===== src/rtl/serial_subtractor_pkg.sv =====
// Shared types and limits for the bit-serial subtractor.
package serial_sub_pkg;

    typedef enum logic [1:0] {
        IDLE  = 2'd0,
        SHIFT = 2'd1,
        DONE  = 2'd2
    } sersub_state_t;

    localparam int unsigned SERSUB_MAX_WIDTH = 64;
    localparam int unsigned SERSUB_MIN_WIDTH = 2;

endpackage


===== src/rtl/serial_subtractor_full_subtractor.sv =====
// Single-bit full subtractor cell: d = a - b - bin, with borrow out.
module full_subtractor (
    input  logic a_i,
    input  logic b_i,
    input  logic bin_i,
    output logic d_o,
    output logic bout_o
);

    assign d_o    = a_i ^ b_i ^ bin_i;
    assign bout_o = (~a_i & b_i) | (~a_i & bin_i) | (b_i & bin_i);

endmodule


===== src/rtl/serial_subtractor.sv =====
// Bit-serial unsigned subtractor (LSB first, one full-subtractor cell, WIDTH cycles).
// Optional zero_o flag port is built only when SERSUB_ZERO_FLAG_EN is defined.
module serial_subtractor
    import serial_sub_pkg::*;
#(
    parameter int unsigned WIDTH = 8
) (
    input  logic             clk_i,
    input  logic             rst_ni,
    input  logic             in_valid_i,
    output logic             in_ready_o,
    input  logic [WIDTH-1:0] a_i,
    input  logic [WIDTH-1:0] b_i,
    output logic             out_valid_o,
    input  logic             out_ready_i,
    output logic [WIDTH-1:0] diff_o,
    output logic             borrow_o
`ifdef SERSUB_ZERO_FLAG_EN
    ,
    output logic             zero_o
`endif
);

    localparam int unsigned CW = (WIDTH > 1) ? $clog2(WIDTH) : 1;
    localparam logic [CW-1:0] LAST_BIT = CW'(WIDTH - 1);

    sersub_state_t    state_q, state_d;
    logic [CW-1:0]    cnt_q, cnt_d;
    logic [WIDTH-1:0] a_q, a_d;
    logic [WIDTH-1:0] b_q, b_d;
    logic [WIDTH-1:0] acc_q, acc_d;
    logic             bin_q, bin_d;
    logic [WIDTH-1:0] diff_q, diff_d;
    logic             borrow_q, borrow_d;
`ifdef SERSUB_ZERO_FLAG_EN
    logic             zero_q, zero_d;
`endif

    logic             cell_d;
    logic             cell_bout;
    logic [WIDTH-1:0] acc_next;

    full_subtractor u_cell (
        .a_i    (a_q[0]),
        .b_i    (b_q[0]),
        .bin_i  (bin_q),
        .d_o    (cell_d),
        .bout_o (cell_bout)
    );

    assign acc_next = {cell_d, acc_q[WIDTH-1:1]};

    // Result is built in acc_q and copied to diff_q only on completion, so
    // diff_o never shows a partial value.
    always_comb begin
        state_d  = state_q;
        cnt_d    = cnt_q;
        a_d      = a_q;
        b_d      = b_q;
        acc_d    = acc_q;
        bin_d    = bin_q;
        diff_d   = diff_q;
        borrow_d = borrow_q;
`ifdef SERSUB_ZERO_FLAG_EN
        zero_d   = zero_q;
`endif
        case (state_q)
            IDLE: begin
                if (in_valid_i) begin
                    a_d     = a_i;
                    b_d     = b_i;
                    bin_d   = 1'b0;
                    cnt_d   = '0;
                    state_d = SHIFT;
                end
            end
            SHIFT: begin
                acc_d = acc_next;
                a_d   = a_q >> 1;
                b_d   = b_q >> 1;
                bin_d = cell_bout;
                cnt_d = cnt_q + 1'b1;
                if (cnt_q == LAST_BIT) begin
                    diff_d   = acc_next;
                    borrow_d = cell_bout;
`ifdef SERSUB_ZERO_FLAG_EN
                    zero_d   = (acc_next == '0);
`endif
                    cnt_d    = '0;
                    state_d  = DONE;
                end
            end
            DONE: begin
                if (out_ready_i) begin
                    state_d = IDLE;
                end
            end
            default: begin
                state_d = IDLE;
            end
        endcase
    end

    always_ff @(posedge clk_i or negedge rst_ni) begin
        if (!rst_ni) begin
            state_q  <= IDLE;
            cnt_q    <= '0;
            a_q      <= '0;
            b_q      <= '0;
            acc_q    <= '0;
            bin_q    <= 1'b0;
            diff_q   <= '0;
            borrow_q <= 1'b0;
`ifdef SERSUB_ZERO_FLAG_EN
            zero_q   <= 1'b0;
`endif
        end else begin
            state_q  <= state_d;
            cnt_q    <= cnt_d;
            a_q      <= a_d;
            b_q      <= b_d;
            acc_q    <= acc_d;
            bin_q    <= bin_d;
            diff_q   <= diff_d;
            borrow_q <= borrow_d;
`ifdef SERSUB_ZERO_FLAG_EN
            zero_q   <= zero_d;
`endif
        end
    end

    assign in_ready_o  = (state_q == IDLE);
    assign out_valid_o = (state_q == DONE);
    assign diff_o      = diff_q;
    assign borrow_o    = borrow_q;
`ifdef SERSUB_ZERO_FLAG_EN
    assign zero_o      = zero_q;
`endif

endmodule

===== config.mk =====
export PLATFORM = sky130hd
export DESIGN_NAME = serial_subtractor
export DESIGN_NICKNAME = d
export VERILOG_FILES = /design/src/rtl/serial_subtractor_pkg.sv /design/src/rtl/serial_subtractor_full_subtractor.sv /design/src/rtl/serial_subtractor.sv
export SDC_FILE = /design/constraint.sdc
export NUM_CORES = 1
export LEC_CHECK = 0
export ABC_AREA = 1
export CELL_PAD_IN_SITES_DETAIL_PLACEMENT = 2
export CELL_PAD_IN_SITES_GLOBAL_PLACEMENT = 2
export CORE_UTILIZATION = 33
export DETAILED_ROUTE_END_ITERATION = 6
export PLACE_DENSITY = 0.88
export SYNTH_ARGS = -nofsm -noshare
export SYNTH_HDL_FRONTEND = slang
export SYNTH_HIERARCHICAL = 1
export SYNTH_SLANG_ARGS = --single-unit
export TNS_END_PERCENT = 10

===== constraint.sdc =====
create_clock -name clk_i -period 3.4 [get_ports clk_i]
set_input_delay 0.34 -clock clk_i [delete_from_list [all_inputs] [get_ports clk_i]]
set_output_delay 0.34 -clock clk_i [all_outputs]
set_load 0.02 [all_outputs]

[Word level (Yosys, flattened, before mapping)]
Cells that the tools add are included.
Widths: inputs -> output; s select.
Word-level totals
  input port bits: 20
  logic and storage cells: 41
  output and inout port bits: 11
  bits in registers: 39
Operators by class
  equal/unequal tests: 6
  multiplexer cells: 13
  add/sub/neg operators: 1
  reduce and logical (&&, ||, !) cells: 5
  bitwise operators: 8
Operator list (count)
  $pmux 8 s2: 2
  $mux 8: 2
  $mux 2: 3
  $mux 3: 2
  $pmux 2 s3: 1
  $pmux 3 s2: 1
  $ne 2x2->1 const B: 2
  $reduce_and 2->1: 2
  $add 3x1->3 const B: 1
  $and 1x1->1: 3
  $eq 3x3->1 const B: 1
  $reduce_and 3->1: 1
  $eq 2x1->1 const B: 1
  $eq 2x2->1 const B: 1
  $logic_not 2->1: 1
  $ne 2x1->1 const B: 1
  $or 1x1->1: 2
  $pmux 1 s2: 1
  $reduce_bool 2->1: 1
  $xor 1x1->1: 2
  $mux 1: 1
  $not 1->1: 1

[Depth between registers and ports, before layout]
Gate-level depths: netlist of the first run.
  depth in word-level cells: 5
  gate-level depth with buffers: 7
  depth with buffers taken out: 5

[Cells and area by module]
Netlist of the first run, hierarchy kept.
Modules (own cells, without submodules)
  serial_subtractor: area an instance 1791.7 um2, times used 1, cells an instance 215, sequential area each 950.9 um2
  full_subtractor: area an instance 27.5 um2, times used 1, cells an instance 3, sequential area each 0.0 um2

[Worst setup path after synthesis of the first run]
Ideal clock, no wire load.
  path type: reg-to-output
  from: register state_q[0]
  to: output out_valid_o
  required time: 3.060 ns
  path buffers: 2
  setup slack: 2.064 ns
  arrival time: 0.996 ns
  cell stages (with the launch flop): 4
  cells stage by stage: dfrtp_1 > buf_6 > buf_2 > nor2_1
Between the ends
  longest elaborated chain between the ends: 1
RTL lines
  start, declared: line serial_subtractor.sv:27  | sersub_state_t state_q, state_d;
  start signal, assigned: line serial_subtractor.sv:118  | state_q <= state_d;
  $eq 2x2->1: line serial_subtractor.sv:133  | assign out_valid_o = (state_q == DONE);
  end, declared: line serial_subtractor.sv:14  | output logic out_valid_o,
No other way between the ends.

[Final worst setup path of the first run]
  from: register state_q[0]
  to: output in_ready_o
Between the ends
  longest elaborated chain between the ends: 1
RTL lines
  $logic_not 2->1: line serial_subtractor.sv:132  | assign in_ready_o = (state_q == IDLE);
  end, declared: line serial_subtractor.sv:11  | output logic in_ready_o,
No other way between the ends.

==> results of run 1 <==
==> sequential cells by signal, indices dropped and copies added, names as in the netlist <==
register / cells
acc_q: 7
bin_q: 1
a_q: 8
cnt_q: 3
state_q: 2
diff_o: 8
borrow_o: 1
b_q: 8
==> synthesized netlist by cell type <==
cell | count | area [um2]
nor2_1 | 3 | 11.3
nand3_1 | 17 | 85.1
o21ai_2 | 8 | 70.1
buf_4 | 1 | 7.51
nor2_4 | 1 | 11.3
o21ai_0 | 10 | 50.1
fa_1 | 1 | 20.0
nand2_1 | 85 | 319
buf_12 | 1 | 20.0
buf_6 | 3 | 33.8
inv_2 | 1 | 3.75
dfrtp_1 | 38 | 951
inv_1 | 39 | 146
ha_1 | 2 | 25.0
o21ai_4 | 1 | 16.3
clkbuf_8 | 1 | 13.8
o31ai_1 | 1 | 7.51
nand2_2 | 2 | 12.5
buf_2 | 2 | 10.0
a21oi_1 | 1 | 5.00
==> cell families after synthesis <==
kind of cell	count (synthesis)	synth area share (%)
AND/OR/NAND/NOR	108	24.1
flip-flops	38	52.3
AO/OA/AOI/OAI	21	8.18
adder cells (fa/ha/maj)	3	2.48
buffers and inverters	48	12.9
==> power breakdown <==
group / total, W / switching, W / internal [W] / leakage (nW)
combinational: 0.000846 / 0.000524 / 0.000322 / 0.638
clock: 0.000293 / 0.000155 / 0.000138 / 0.0438
sequential: 0.000804 / 0.000142 / 0.000662 / 0.474
==> critical path, delay by kind of cell, from the launching register on <==
family,cells,cell delay (ns)
flops,1,0.66
simple gates,1,0.37
buf+inv,1,0.67
==> layer usage <==
layer  global-route usage [%]  vias to the layer above  wire, um
met3                     2.63                        5       121
li1                         -                      707         -
met2                     27.7                       22      2190
met1                     20.1                      722      1930
met4                     4.04                        0        31
met5                        0                        -         0
==> layout make-up <==
| type | instances | area, um2 |
|---|---|---|
| Fill cell | 627 | 3010 |
| Sequential cell | 38 | 951 |
| Multi-Input combinational cell | 132 | 633 |
| Timing Repair Buffer | 30 | 295 |
| Inverter | 40 | 150 |
| Tap cell | 70 | 87.6 |
| Clock buffer | 5 | 68.8 |
| Clock inverter | 2 | 10.0 |
==> per-stage QoR <==
step                worst slack, ns  hold WS, ns  instance area (um2)  cells  total power (W)
floorplan                      2.06       0.0444                 1820    218          0.00142
global placement               1.16        0.454                 2120    310          0.00160
detailed placement             1.10        0.464                 2120    310          0.00168
CTS                            1.08        0.201                 2200    317          0.00198
global route                  0.897        0.235                 2200    317          0.00212
finish                         1.07        0.170                 2200    317          0.00194
==> final timing paths <==
check	start	end	slack (ns)	cells after the start
worst min register to register	diff_o[0]$_DFFE_PN0P_	diff_o[0]$_DFFE_PN0P_	0.48	2
max in group asynchronous	rst_ni	a_q[6]$_DFFE_PN0P_	2.68	1
worst max register to register	state_q[0]$_DFFE_PN0P_	a_q[0]$_DFFE_PN0P_	1.13	4
worst max-delay path	state_q[0]$_DFFE_PN0P_	in_ready_o	1.07	2
worst min-delay path	rst_ni	bin_q$_DFFE_PN0P_	0.17	1
min in group clk_i	diff_o[0]$_DFFE_PN0P_	diff_o[0]$_DFFE_PN0P_	0.48	2
==> results.md, run 1 <==
* Outcome: finished clean
* CP Launch Type: register
* Initial Util at 35.0%
* DIE AREA at 5810 um2
* First-pass GRT wire length at 7390 um
* Num rows at 26
* Clock sinks at 38
* Worst slew pin tran at 0.876 ns
* Critical path class: register to primary output
* IO Count at 31
* Initial DRC count at 52
* Total core area at 5200 um2
* Crit path DAT at 1.99 ns
* Syn_area_per_cell at 8.35 um2
* Pin count of the biggest net entering global routing at 39
* CTS H-tree lvls at 2
* Grt ovf at 0
* Peak Freq at 430 MHz
* Final Max Tran Viols at 0
* Tcrit/Tclk final at 68.5%
* Via density at 4.59
* Final Skew at 0.00505 ns
* Reg clk slew, reported paths at 0.07 ns
* Clk buf depth at 2
* Worst path max stage delay at 0.67 ns
* Syn nets at 241
* Post-Syn Instances at 218
* Via count at 1456
* Nets at 270
* Total CTS buffers at 5
* Die Span X at 76.3 um
* Hold Buf Count CTS at 0
* DR WL/cell at 13.5 um
* Slew Limit Headroom at 41.6%
* LEAKAGE at 1.16 nW
* ANT nets after route at 0
* Initial antenna violation count at 0
* Post-synth cell types at 20
* Crit-path max FO at 21
* Final setup vio count at 0
* YS warnings at 6
* Setup bufs post-CTS at 0
* Commonest non-fill, non-tap cells in the layout: nand2_1, inv_1, dfrtp_1
* Power density cells at 885 nW/um2
* Synthesized area at 1820 um2
* Max_cap viols at 0
* Commonest non-fill, non-tap cell in the layout: nand2_1
* IO Port Bufs at 30
* Drt first pass iters at 4
* Sequential share of the synthesized area at 52.3%
* DP HPWL at 3080 um
* CTS tree: yes
* Cells along the critical path: nor2_1, clkdlybuf4s50_1
* Fraction of layout cells with a size suffix above 1 at 8.50%
* Final hold violations at 0
* Area grow syn2layout at 20.7%
* Slowest cell on the critical path: clkdlybuf4s50_1
* Post-synthesis register bit count at 38
* # DRC at 0
* RSZ-0062 raised after global routing: false
* Tmin final at 2.33 ns
* CP Data Required Time at 3.06 ns
* Setup TNS Final at 0 ns
* Placer Congestion at 0.725
* Die H at 76.3 um
* Worst vdd ir at 0.288 mV
* GRT Resource Usage Total at 15.8%
* Worst hold path type: primary input to asynchronous set/reset pin
* Ant. Diodes at 0
* CTS-repair resized insts at 0
* Clock latency on the worst-skew pair at 0.28 ns
* Post-Route WL at 4280 um
* Critical Path End Type: primary output
* Vias in the first global route at 1588
* Final Core Density at 42.2%
* Root Buffer: clkbuf_8
No activity file was read; power rests on OpenSTA's default activity.
==> run 2, diff against run 1 <==
Settings changed: CORE_UTILIZATION 33 to 31, PLACE_DENSITY 0.88 to 0.84.
Clock period 3.4 ns to 2.3 ns, I/O delays scaled along.
==> results.md, run 2 (synthesized netlist as in run 1, its figures left out) <==
* DIE AREA at 6180 um2
* Setup TNS Final at 0 ns
* Final hold violations at 0
* Root Buffer: clkbuf_8
* Clock latency on the worst-skew pair at 0.29 ns
* Pin count of the biggest net entering global routing at 39
* Nets at 272
* Setup bufs post-CTS at 0
* Crit-path max FO at 3
* Crit path buf inv count at 1
* Slowest cell on the critical path: clkdlybuf4s50_1
* Final worst slack at 0.494 ns
* Area grow syn2layout at 21.7%
* ANT nets after route at 0
* Die Span X at 78.6 um
* CTS-repair resized insts at 0
* Final instance area at 2210 um2
* DR WL/cell at 13.5 um
* Die H at 78.6 um
* Total core area at 5570 um2
* Worst path max stage delay at 0.64 ns
* Outcome: finished clean
* GRT Resource Usage Total at 16.1%
* # fillers at 654
* Seq pwr share at 40.0%
* Ant. Diodes at 0
* # DRC at 0
* Final Skew at 0.00348 ns
* Placed instance area at 2130 um2
* Clk buf depth at 2
* Total CTS buffers at 5
* RSZ-0062 raised after global routing: false
* Switch share at 42.2%
* Slew Limit Headroom at 41.0%
* Initial DRC count at 83
* Clk pwr share at 15.2%
* Cells along the critical path: nor2_1, clkdlybuf4s50_1
* Worst hold path type: primary input to asynchronous set/reset pin
* Vias in the first global route at 1572
* Tmin final at 1.81 ns
* Int Pwr at 0.00168 W
* Post-Route WL at 4340 um
* Combinational share of power at 44.9%
* Grt ovf at 0
* Fraction of layout cells with a size suffix above 1 at 9.24%
* CTS H-tree lvls at 2
* Final setup vio count at 0
* DP HPWL at 3060 um
* Final Max Tran Viols at 0
* CTS tree: yes
* Crit-path leading delay family: buffers and inverters
* IO Port Bufs at 30
* First-pass GRT wire length at 7550 um
* Drt first pass iters at 7
* Reg clk slew, reported paths at 0.07 ns
* Peak Freq at 554 MHz
* Tcrit/Tclk final at 78.5%
* Worst vdd ir at 0.514 mV
* Hold Buf Count CTS at 0
* Max_cap viols at 0
* Via density at 4.57
* CP Launch Type: register
* LEAKAGE at 1.17 nW
* Worst slew pin tran at 0.885 ns
* Placer Congestion at 0.754
* CP Data Required Time at 2.07 ns
* Initial antenna violation count at 0
* Via count at 1467
* Power density cells at 1310 nW/um2
* Commonest non-fill, non-tap cells in the layout: nand2_1, inv_1, dfrtp_1
* Crit path DAT at 1.58 ns
* Clock sinks at 38
* Switching pwr at 0.00122 W
* Pwr Total at 0.00290 W
* Initial Util at 32.6%
* IO Count at 31
* Critical path class: register to primary output
* Setup WS pre-CTS at 0.683 ns
* Critical Path End Type: primary output
* Num rows at 27
* Commonest non-fill, non-tap cell in the layout: nand2_1
-- run 2: cell count changes in the layout (fill, tap and decap cells not counted), sizes merged --
cell | previous run | this run
buf | 1 | 3
-- run 2: final cells by class --
type | count | area, um2 | area share (%)
repair buffers | 32 | 310 | 14.0
inverters | 40 | 150 | 6.78
clock inverters | 2 | 10.0 | 0.452
multi-input cells | 132 | 633 | 28.6
flip-flops and latches | 38 | 951 | 43.0
well taps | 72 | 90.1 | 4.07
clock buffers | 5 | 68.8 | 3.11
-- run 2: worst paths after layout --
kind,slack (ns),from,cells past startpoint,to
min reg2reg,0.49,diff_o[0]$_DFFE_PN0P_,2,diff_o[0]$_DFFE_PN0P_
max in group asynchronous,1.69,rst_ni,1,a_q[3]$_DFFE_PN0P_
min in group clk_i,0.49,diff_o[0]$_DFFE_PN0P_,2,diff_o[0]$_DFFE_PN0P_
max,0.49,state_q[1]$_DFFE_PN0P_,2,in_ready_o
min,0.06,rst_ni,1,acc_q[7]$_DFFE_PN0N_
max reg2reg,0.73,state_q[0]$_DFFE_PN0P_,6,diff_o[4]$_DFFE_PN0P_
-- run 2: power groups by stage --
stage               clock, W  sequential (W)  combinational, W
finish              0.000440         0.00116           0.00130
global route        0.000480         0.00120           0.00149
CTS                 0.000460         0.00117           0.00134
detailed placement         0         0.00117           0.00133
global placement           0         0.00115           0.00125
floorplan                  0         0.00121          0.000886
-- run 2: through the flow --
stage          util (%)  hold slack (ns)  cells
6_report           39.7           0.0616    321
5_1_grt            39.7            0.130    321
4_1_cts            39.7            0.102    321
3_5_place_dp       38.3            0.414    314
3_3_place_gp       38.3            0.405    314
2_1_floorplan         -          -0.0656    218
-- run 2: per-layer routing --
layer | up-vias | global-route usage [%] | share of wire (%)
met1 | 729 | 21.0 | 47
met5 | - | 0 | 0
met3 | 7 | 2.79 | 2.1
met4 | 0 | 6.11 | 1.5
li1 | 710 | - | -
met2 | 21 | 26.4 | 50
==> run 3, diff against run 2 <==
Settings changed: CORE_UTILIZATION 31 to 28, PLACE_DENSITY 0.84 to 0.8.
Clock period 2.3 ns to 1.52 ns, I/O delays scaled along.
==> results.md, run 3 (synthesized netlist as in run 1, its figures left out) <==
* Outcome: finished clean
* Placed instance area at 2230 um2
* Area grow syn2layout at 28.2%
* Commonest non-fill, non-tap cells in the layout: nand2_1, inv_1, dfrtp_1
* Setup bufs post-CTS at 0
* # DRC at 0
* DR WL/cell at 13.0 um
* Num rows at 29
* Initial Util at 28.8%
* Nets at 280
* Critical path class: register to primary output
* Max_cap viols at 0
* # fillers at 749
* Die Span X at 82.6 um
* Worst R2R Start: cnt_q[0]$_DFFE_PN0P_
* GRT Resource Usage Total at 15.2%
* Setup TNS Final at 0 ns
* CP Launch Type: register
* Reg clk slew, reported paths at 0.07 ns
* Crit path DAT at 1.28 ns
* Final setup vio count at 0
* CTS H-tree lvls at 2
* Post-Route WL at 4350 um
* CP Data Required Time at 1.37 ns
* Root Buffer: clkbuf_8
* Worst vdd ir at 0.751 mV
* Power density cells at 1960 nW/um2
* Critical Path End Type: primary output
* Initial antenna violation count at 0
* Drt first pass iters at 2
* Final hold violations at 0
* Ant. Diodes at 0
* GRT met3 Usage at 3.85%
* Grt ovf at 0
* Clk buf depth at 2
* Worst slew pin tran at 0.506 ns
* Clock sinks at 38
* Final instance area at 2330 um2
* Sequential cell area at 951 um2
* Final Max Tran Viols at 0
* LEAKAGE at 1.23 nW
* DP HPWL at 3100 um
* Worst hold path type: primary input to asynchronous set/reset pin
* Pin count of the biggest net entering global routing at 39
* Initial DRC count at 48
* Worst hold slack at 0.453 ns
* IO Port Bufs at 30
* Vias in the first global route at 1575
* Die H at 82.6 um
* Layer with the highest usage: met2
* Via density at 4.45
* Total CTS buffers at 5
* Final Skew at 0.00361 ns
* Total core area at 6310 um2
* IO Count at 31
* CTS tree: yes
* Flop-to-flop setup slack at 0.16 ns
* Tcrit/Tclk final at 94.4%
* Placer Congestion at 0.792
* First-pass GRT wire length at 7620 um
* DIE AREA at 6820 um2
* Crit-path max FO at 7
* Slew Limit Headroom at 66.3%
* ANT nets after route at 0
* Met1 usage at 18.8%
* Reg-to-reg endpoint: diff_o[1]$_DFFE_PN0P_
* GR Util met2 at 25.8%
* Peak Freq at 697 MHz
* Worst r2r path cells at 6
* Clock latency on the worst-skew pair at 0.29 ns
* Area of the multi-input gates at 636 um2
* Tmin final at 1.43 ns
* Commonest non-fill, non-tap cell in the layout: nand2_1
* Fraction of layout cells with a size suffix above 1 at 12.0%
* Via count at 1492
[run 3: cell types whose count changed in the layout (fill, tap and decap cells not counted), sizes merged]
cell           before  now
clkdlybuf4s50      29   27
buf                 3   10
clkinv              2    1
dlygate4sd2         0    2
clkbuf              5    7
dlygate4sd3         0    1
[run 3: cell type report]
type                    count  area share, %
clock buffers               7           3.70
clock inverters             1          0.215
inverters                  40           6.44
multi-input cells         132           27.3
flip-flops and latches     38           40.8
well taps                  77           4.13
repair buffers             40           17.5
[run 3: per-layer routing]
metal	vias up	share of wire, %	wire length (um)
met3	7	3.4	146
met1	729	44	1930
li1	727	-	-
met5	-	0	0
met2	29	51	2210
met4	0	1.4	60
[run 3: critical path, cell delays in order (launching register included)]
cell and delay [ns]:
dfrtp_1 0.48, nor2_2 0.16, dlygate4sd2_1 0.35
[run 3: worst max path at each step]
stage / from / depth (start not counted) / endpoint / slack [ns]
6_report: state_q[0]$_DFFE_PN0P_ / 2 / in_ready_o / 0.09
5_1_grt: state_q[0]$_DFFE_PN0P_ / 2 / in_ready_o / -0.009
4_1_cts: state_q[0]$_DFFE_PN0P_ / 2 / in_ready_o / 0.03
3_3_place_gp: state_q[0]$_DFFE_PN0P_ / 2 / in_ready_o / 0.09
3_5_place_dp: state_q[0]$_DFFE_PN0P_ / 2 / in_ready_o / 0.08
2_1_floorplan: cnt_q[0]$_DFFE_PN0P_ / 5 / state_q[1]$_DFFE_PN0P_ / 0.24
[run 3: metrics by stage]
| step | worst slack (ns) | power, W | instances | utilization, % |
|---|---|---|---|---|
| after floorplan | 0.238 | 0.00317 | 218 | - |
| after global placement | 0.0865 | 0.00378 | 326 | 35.3 |
| after detailed placement | 0.0779 | 0.00392 | 326 | 35.3 |
| after CTS | 0.0304 | 0.00468 | 335 | 36.9 |
| after global routing | -0.00921 | 0.00504 | 335 | 36.9 |
| final | 0.0857 | 0.00457 | 335 | 36.9 |
[run 3: power breakdown]
part	switching (W)	leakage (nW)	internal [W]
logic	0.00121	0.707	0.000883
clock network	0.000356	0.0482	0.000366
registers	0.000271	0.474	0.00148
total	0.00184	1.23	0.00273
[run 3: timing repair]
action	in CTS	in global routing
resized for setup	2	1
endpoints found under the setup margin	2	1
hold buffers	1	0
endpoints found under the hold margin	38	0
